===== config.mk =====
export PLATFORM = sky130hd
export DESIGN_NAME = marker_corner_finder
export DESIGN_NICKNAME = d
export VERILOG_FILES = /design/src/rtl/marker_corner_finder.sv
export SDC_FILE = /design/constraint.sdc
export NUM_CORES = 1
export LEC_CHECK = 0
export BUFFER_PORTS_ARGS = -buffer_cell sky130_fd_sc_hd__buf_4
export CAP_MARGIN = 0
export CORE_MARGIN = 1.5
export CORE_UTILIZATION = 55
export DETAILED_ROUTE_END_ITERATION = 16
export GPL_TIMING_DRIVEN = 0
export MAX_ROUTING_LAYER = met4
export PLACE_DENSITY = 0.76
export SYNTH_ARGS = -nofsm -noshare
export SYNTH_HDL_FRONTEND = slang
export SYNTH_SLANG_ARGS = --single-unit

===== constraint.sdc =====
create_clock -name i_clk -period 7.9 [get_ports i_clk]
set_clock_uncertainty 0.05 [all_clocks]
set_input_delay 0.395 -clock i_clk [delete_from_list [all_inputs] [get_ports i_clk]]
set_output_delay 0.395 -clock i_clk [all_outputs]
set_load 0.03 [all_outputs]

===== src/rtl/marker_corner_finder.sv =====
// marker_corner_finder: classifies raster pixels as red markers and reports the four extreme marker addresses per frame
// i_clk/i_rst_n: clock, async active-low reset; i_valid/i_data: pixel beat {2'b0,R,G,B}; i_sync: frame restart
// o_addr_valid: end-of-frame pulse; o_ul/ur/dl/dr_addr: {row,col} corners; o_found: marker count >= MIN_PIXELS
module marker_corner_finder #(
  parameter int H_ACTIVE = 800,
  parameter int V_ACTIVE = 600,
  parameter logic [9:0] R_MIN = 10'd600,
  parameter logic [9:0] G_MAX = 10'd300,
  parameter logic [9:0] B_MAX = 10'd300,
  parameter int MIN_PIXELS = 16
) (
  input  logic        i_clk,
  input  logic        i_rst_n,
  input  logic        i_valid,
  input  logic [31:0] i_data,
  input  logic        i_sync,
  output logic        o_addr_valid,
  output logic [19:0] o_ul_addr,
  output logic [19:0] o_ur_addr,
  output logic [19:0] o_dl_addr,
  output logic [19:0] o_dr_addr,
  output logic        o_found
);
  localparam logic [9:0] H_LAST = 10'(H_ACTIVE - 1);
  localparam logic [9:0] V_LAST = 10'(V_ACTIVE - 1);
  logic [9:0] col, row, b_col, b_row, s1_row, s1_col;
  logic mk, s1_v, s1_mk, s1_last, hit, eof, empty, unused;
  logic [19:0] px, ul, ur, dl, dr, n_ul, n_ur, n_dl, n_dr, cnt, n_cnt;
  function automatic logic [10:0] k_ul(input logic [19:0] a);
    return {1'b0, a[19:10]} + {1'b0, a[9:0]};
  endfunction
  function automatic logic [10:0] k_ur(input logic [19:0] a);
    return {1'b0, a[9:0]} + {1'b0, V_LAST - a[19:10]};
  endfunction
  function automatic logic [10:0] k_dl(input logic [19:0] a);
    return {1'b0, a[19:10]} + {1'b0, H_LAST - a[9:0]};
  endfunction
  assign unused = ^i_data[31:30];
  // a beat arriving with i_sync is pixel (0,0) of the new frame
  always_comb begin
    b_col = i_sync ? '0 : col;
    b_row = i_sync ? '0 : row;
    mk = i_data[29:20] >= R_MIN && i_data[19:10] < G_MAX && i_data[9:0] < B_MAX;
    hit = s1_v && s1_mk;
    eof = s1_v && s1_last;
    px = {s1_row, s1_col};
    n_ul = hit && (empty || k_ul(px) < k_ul(ul)) ? px : ul;
    n_dr = hit && (empty || k_ul(px) > k_ul(dr)) ? px : dr;
    n_ur = hit && (empty || k_ur(px) > k_ur(ur)) ? px : ur;
    n_dl = hit && (empty || k_dl(px) > k_dl(dl)) ? px : dl;
    n_cnt = hit && cnt != '1 ? cnt + 20'd1 : cnt;
  end
  always_ff @(posedge i_clk or negedge i_rst_n) begin
    if (!i_rst_n) begin
      col <= '0;
      row <= '0;
      s1_v <= 1'b0;
      s1_mk <= 1'b0;
      s1_last <= 1'b0;
      s1_row <= '0;
      s1_col <= '0;
    end else begin
      if (i_valid) begin
        col <= b_col == H_LAST ? '0 : b_col + 10'd1;
        row <= b_col == H_LAST ? (b_row == V_LAST ? '0 : b_row + 10'd1) : b_row;
      end else if (i_sync) begin
        col <= '0;
        row <= '0;
      end
      s1_v <= i_valid;
      s1_mk <= mk;
      s1_row <= b_row;
      s1_col <= b_col;
      s1_last <= b_row == V_LAST && b_col == H_LAST;
    end
  end
  // a frame end still reports in a sync cycle; a sync only discards the in-flight non-last pixel
  always_ff @(posedge i_clk or negedge i_rst_n) begin
    if (!i_rst_n) begin
      o_addr_valid <= 1'b0;
      o_found <= 1'b0;
      o_ul_addr <= '0;
      o_ur_addr <= '0;
      o_dl_addr <= '0;
      o_dr_addr <= '0;
      ul <= '0;
      ur <= '0;
      dl <= '0;
      dr <= '0;
      cnt <= '0;
      empty <= 1'b1;
    end else begin
      o_addr_valid <= eof;
      if (eof) begin
        o_found <= n_cnt >= 20'(MIN_PIXELS);
        if (n_cnt != '0) begin
          o_ul_addr <= n_ul;
          o_ur_addr <= n_ur;
          o_dl_addr <= n_dl;
          o_dr_addr <= n_dr;
        end
      end
      if (i_sync || eof) begin
        ul <= '0;
        ur <= '0;
        dl <= '0;
        dr <= '0;
        cnt <= '0;
        empty <= 1'b1;
      end else begin
        ul <= n_ul;
        ur <= n_ur;
        dl <= n_dl;
        dr <= n_dr;
        cnt <= n_cnt;
        empty <= empty && !hit;
      end
    end
  end
endmodule


After elaboration in Yosys (flattened, before gate mapping). Cells that the tools add are included.

Output and inout port bits: 82. Input port bits: 36. Logic and storage cells: 81. Flip-flop bits (word level): 226.

Muxes and demuxes: 18. $add $sub $neg: 14. Reduce and logical (&&, ||, !) cells: 19. Magnitude comparators: 8. Equality and inequality tests: 3.

Operators by type and width (number): $mux 20 (10); $add 10x10->11 (7); $mux 10 (7); $sub 10x10->10 const A (4); $gt 11x11->1 (3); $add 10x1->10 const B (2); $add 20x1->20 const B (1); $eq 10x10->1 const B (2); $ge 20x5->1 const B (1); $lt 10x9->1 const B (2); $ne 20x20->1 const B (1); $reduce_bool 20->1 (1); $logic_and 1x1->1 (11); $lt 11x11->1 (1); $ge 10x10->1 const B (1); $logic_or 1x1->1 (5); $reduce_and 2->1 (1); $logic_not 1->1 (1); $mux 1 (1).

Logic depth before layout (Yosys ltp).
Depth after elaboration: 7. Gate-level depth with buffers: 22. Gate-level depth less buffers: 21.

Least setup slack after synthesis. Ideal clock, no wire load.

Path type: register to register. Start: reg s1_row[2]. End: reg o_dl_addr[0]. Required time: 7.723 ns. Slack: 3.686 ns. Buffers on the path: 2. Cell stages (with the launch flop): 21. Period minus slack after synthesis: 4.214 ns. Data arrival time: 4.037 ns. Setup time: 0.127 ns. Path through: dfrtp_1 > inv_1 > ha_1 > clkbuf_1 > nor2b_1 > o21ai_0 > a21boi_0 > o21ai_0 > nand2b_1 > a21o_1 > a21oi_1 > xnor2_1 > ha_1 > a21o_1 > a21o_1 > a221oi_1 > a22oi_1 > o21ai_0 > buf_1 > mux2i_1 > a21oi_2.

Cells in the longest elaborated chain, start to end: 5.

Ends and longest elaborated chain: from (decl) (RTL line 26) `logic [9:0] col, row, b_col, b_row, s1_row, s1_col;`; from (signal assigned) (RTL line 72) `s1_row <= b_row;`; $add 10x10->11 (RTL line 36) `return {1'b0, a[19:10]} + {1'b0, H_LAST - a[9:0]};`; $gt 11x11->1 (RTL line 50) `n_dl = hit && (empty || k_dl(px) > k_dl(dl)) ? px : dl;`; $logic_or 1x1->1 (RTL line 50); $logic_and 1x1->1 (RTL line 50); $mux 20 (RTL line 50); to (signal assigned) (RTL line 99) `o_dl_addr <= n_dl;`; to (decl) (RTL line 20) `output logic [19:0] o_dl_addr,`.

Every way passes these cells. A chain may end at the register's enable or synchronous reset.

Worst setup path after layout.
Start: reg s1_row[2]. End: reg o_dl_addr[19].

The elaborated chain is that of the path after synthesis.

==> results.yml <==
worst_setup_path:
  start_kind: "flop"
  slowest_stage: "dfrtp_1"
  rr_endpoint: "o_dl_addr[19]"
  path_buf_inv: 3
  cpPeakStageDelay_ps: 710
  path_delay_family: "compound AO/OA/AOI/OAI gates"
  r2r-start: "s1_row[2]"
  path_cells: "inv_1 > ha_1 > clkbuf_1 > nor2b_1 > o21ai_0 > a21boi_0 > o21ai_0 > nand2b_1 > a21o_1 > a21oi_1 > xnor2_1 > ha_1 > a21o_1 > a21o_1 > a221oi_1 > a22oi_1 > o21ai_0 > buf_1 > mux2i_1 > a21oi_2"
  critical_path.max_fanout: 10
  crit_required_ps: 8240
  cp.arrival_ps: 5750
  r2r_cells: 20
  critPathKind: "reg -> reg"
  critPathCaptureType: "flop"
  r2r_slack_ps: 2490
detailed_routing:
  avgRoutedWirePerCell_um: 18.1
  wirelength_um: 32700
  wl_met2_um: 15000
  firstDrtPassIters: 5
  ant_nets: 0
  wl_met3_um: 1840
  via_per_inst: 5.62
  drt_iter0_markers: 627
  highest-signal-layer: "met4"
  vias: 10200
  m1WireLength_um: 14800
  drc_errors: 0
die:
  die_x_um: 159
  rows: 57
  start_util: 0.556
  placeableCoreArea_um2: 24200
  dieArea_um2: 25400
  die_y_um: 159
  pin_count: 118
timing:
  max_slew.worst_pin.slew_ps: 812
  drv_slew: 0
  tns_ps: 0
  period_share: 0.685
  fmax_mhz: 185
  rsz0062_at_grt: "no"
  relSlewSlack: 0.458
  final_hold_viol_count: 0
  setup_violations: 0
  finalCriticalPeriod_ps: 5410
synthesis:
  yosysTopAreaCell: "dfrtp_1"
  netlist-cell-type-count: 66
  syn_area_um2: 13400
  syn_nets: 1487
  synth-edff-count: 0
  synth_top_area_frac: 0.419
  synth_common_cells: "dfrtp_1 (225), nor2_1 (194), ha_1 (119)"
  async_reset_ff_frac: 1.00
  synth.area.top_cells: "dfrtp_1 (42%), ha_1 (11%), mux2i_1 (6.4%)"
  synth.most_common_cell: "dfrtp_1"
  synthFlopType: "dfrtp_1"
  ys_seq_area_frac: 0.421
  synth_cells: 1325
  syn_avg_cell_area_um2: 10.1
  ys_ff_latch: 226
  yosysWarnings: 0
placed_design:
  gp_congestion: 0.904
  place_inst: 1759
  io_buffers: 108
  place_hpwl_um: 23700
grt:
  grt_usage: 0.269
  antenna_found_initial: 0
  grt_pass1_wl_um: 52800
  grt_pass1_vias: 10100
  grt_remaining_overflow: 0
  grt_start_max_net_pins: 95
finish:
  syn_to_final_growth_pct: 16.0
  fill_cells: 1927
  fin_cells: 1806
  fin_nets: 1627
  drive_above_1_share: 0.192
  diodes: 0
min_path:
  hold_path_class: "in -> reg"
  holdCritStartpoint: "i_sync"
  holdPathEnd: "s1_col[3]"
  whs_path_depth: 2
clock_network:
  insertion_delay_ps: 520
  cts-buffers-inserted: 24
  ctsLongestPathBuffers: 3
  path_clk_slew_ps: 60
  cts.sinks: 226
  cts_tree: "built"
  h-tree-depth: 1
  cts_root_buf: "clkbuf_16"
  cts_setup_buffers: 0
pwr:
  p_per_area_nw_per_um2: 156
  p_leak_nw: 7.93
  ir_drop_mv: 0.179
run:
  drv_cap: 0
outcome:
  outcome: "finished, final reports clean"
[worst max path at each step]
stage | start | endpoint | slack, ps | depth (start not counted)
after floorplan | s1_row[2] | o_dl_addr[0] | 3690 | 20
after global placement | s1_row[2] | o_dl_addr[19] | 2630 | 20
after detailed placement | s1_row[2] | o_dl_addr[19] | 2500 | 20
after CTS | s1_row[2] | o_dl_addr[19] | 2500 | 20
after global routing | s1_row[2] | o_dl_addr[19] | 2150 | 20
final | s1_row[2] | o_dl_addr[19] | 2490 | 20
[registers in the layout, indices dropped and copies added (netlist names)]
signal / flops
ur: 20
s1_col: 10
row: 10
cnt: 20
o_dr_addr: 20
o_ul_addr: 20
empty: 1
o_ur_addr: 20
o_found: 1
s1_mk: 1
o_dl_addr: 20
s1_v: 1
ul: 20
s1_row: 10
col: 10
s1_last: 1
o_addr_valid: 1
dl: 20
dr: 20
[layer usage]
metal / up-vias / GRT usage
met5: - / -
met4: 0 / 0.0901
met3: 70 / 0.0365
met2: 301 / 0.423
met1: 4908 / 0.362
li1: 4875 / -
[cell type report]
class                           count  area (um2)  area share
Buffer                             57         317      0.0203
Clock buffer                       30         643      0.0412
Clock inverter                     13         190      0.0122
Inverter                           68         255      0.0164
Multi-Input combinational cell    974        7210       0.462
Sequential cell                   226        5660       0.363
Tap cell                          324         405      0.0260
Timing Repair Buffer              114         913      0.0586
[repair_timing]
action | 4_1_cts | 5_1_grt
gates resized for setup | 0 | 0
endpoints found under the hold margin | 50 | 0
hold buffers | 4 | 0
[power by group]
part	total (mW)	switching [mW]	internal (mW)
Clock	1.18	0.470	0.711
Sequential	1.16	0.00470	1.16
Combinational	0.0881	0.0551	0.0330
Total	2.43	0.530	1.90
[cells by family after synthesis]
group                    after synthesis  share of synthesized area
adder cells (fa/ha/maj)              126                      0.121
AND/OR/NAND/NOR                      389                      0.141
buffers and inverters                125                     0.0425
AO/OA/AOI/OAI                        276                      0.147
flip-flops                           226                      0.421
XOR/XNOR                              96                     0.0626
multiplexers                          87                     0.0649
[cells in the final DEF, fill, tap and decap left out, drive strengths merged, types with 3 or more instances in the layout]
master       instances
and2                 3
a21oi              146
nor4                 6
nor3                14
and3                 9
a211o                3
a221oi               3
bufinv               4
buf                139
mux2i               86
nor2b               28
o21ai               39
xnor2               54
fa                   7
a31oi                5
nand2b              14
nand2               40
o21bai               8
nand4               16
o31ai                3
clkinv               5
ha                 119
clkinvlp             4
and4                12
xor2                42
nand3               21
o21a                 9
nor3b                3
clkbuf              58
a21o                33
dfrtp              225
inv                 68
a211oi               5
dlygate4sd3          4
nor2               215
[through the flow]
| stage | hold WS (ps) | power [mW] | util | instance area [um2] | setup slack [ps] |
|---|---|---|---|---|---|
| floorplan | 49.4 | 1.22 | - | 13400 | 3690 |
| global placement | 448 | 1.27 | 0.606 | 14700 | 2630 |
| detailed placement | 281 | 1.27 | 0.609 | 14700 | 2500 |
| CTS | 49.1 | 2.45 | 0.645 | 15600 | 2500 |
| global route | 72.0 | 2.51 | 0.645 | 15600 | 2150 |
| finish | 63.3 | 2.43 | 0.645 | 15600 | 2490 |
(Power assumes the default switching activity.)
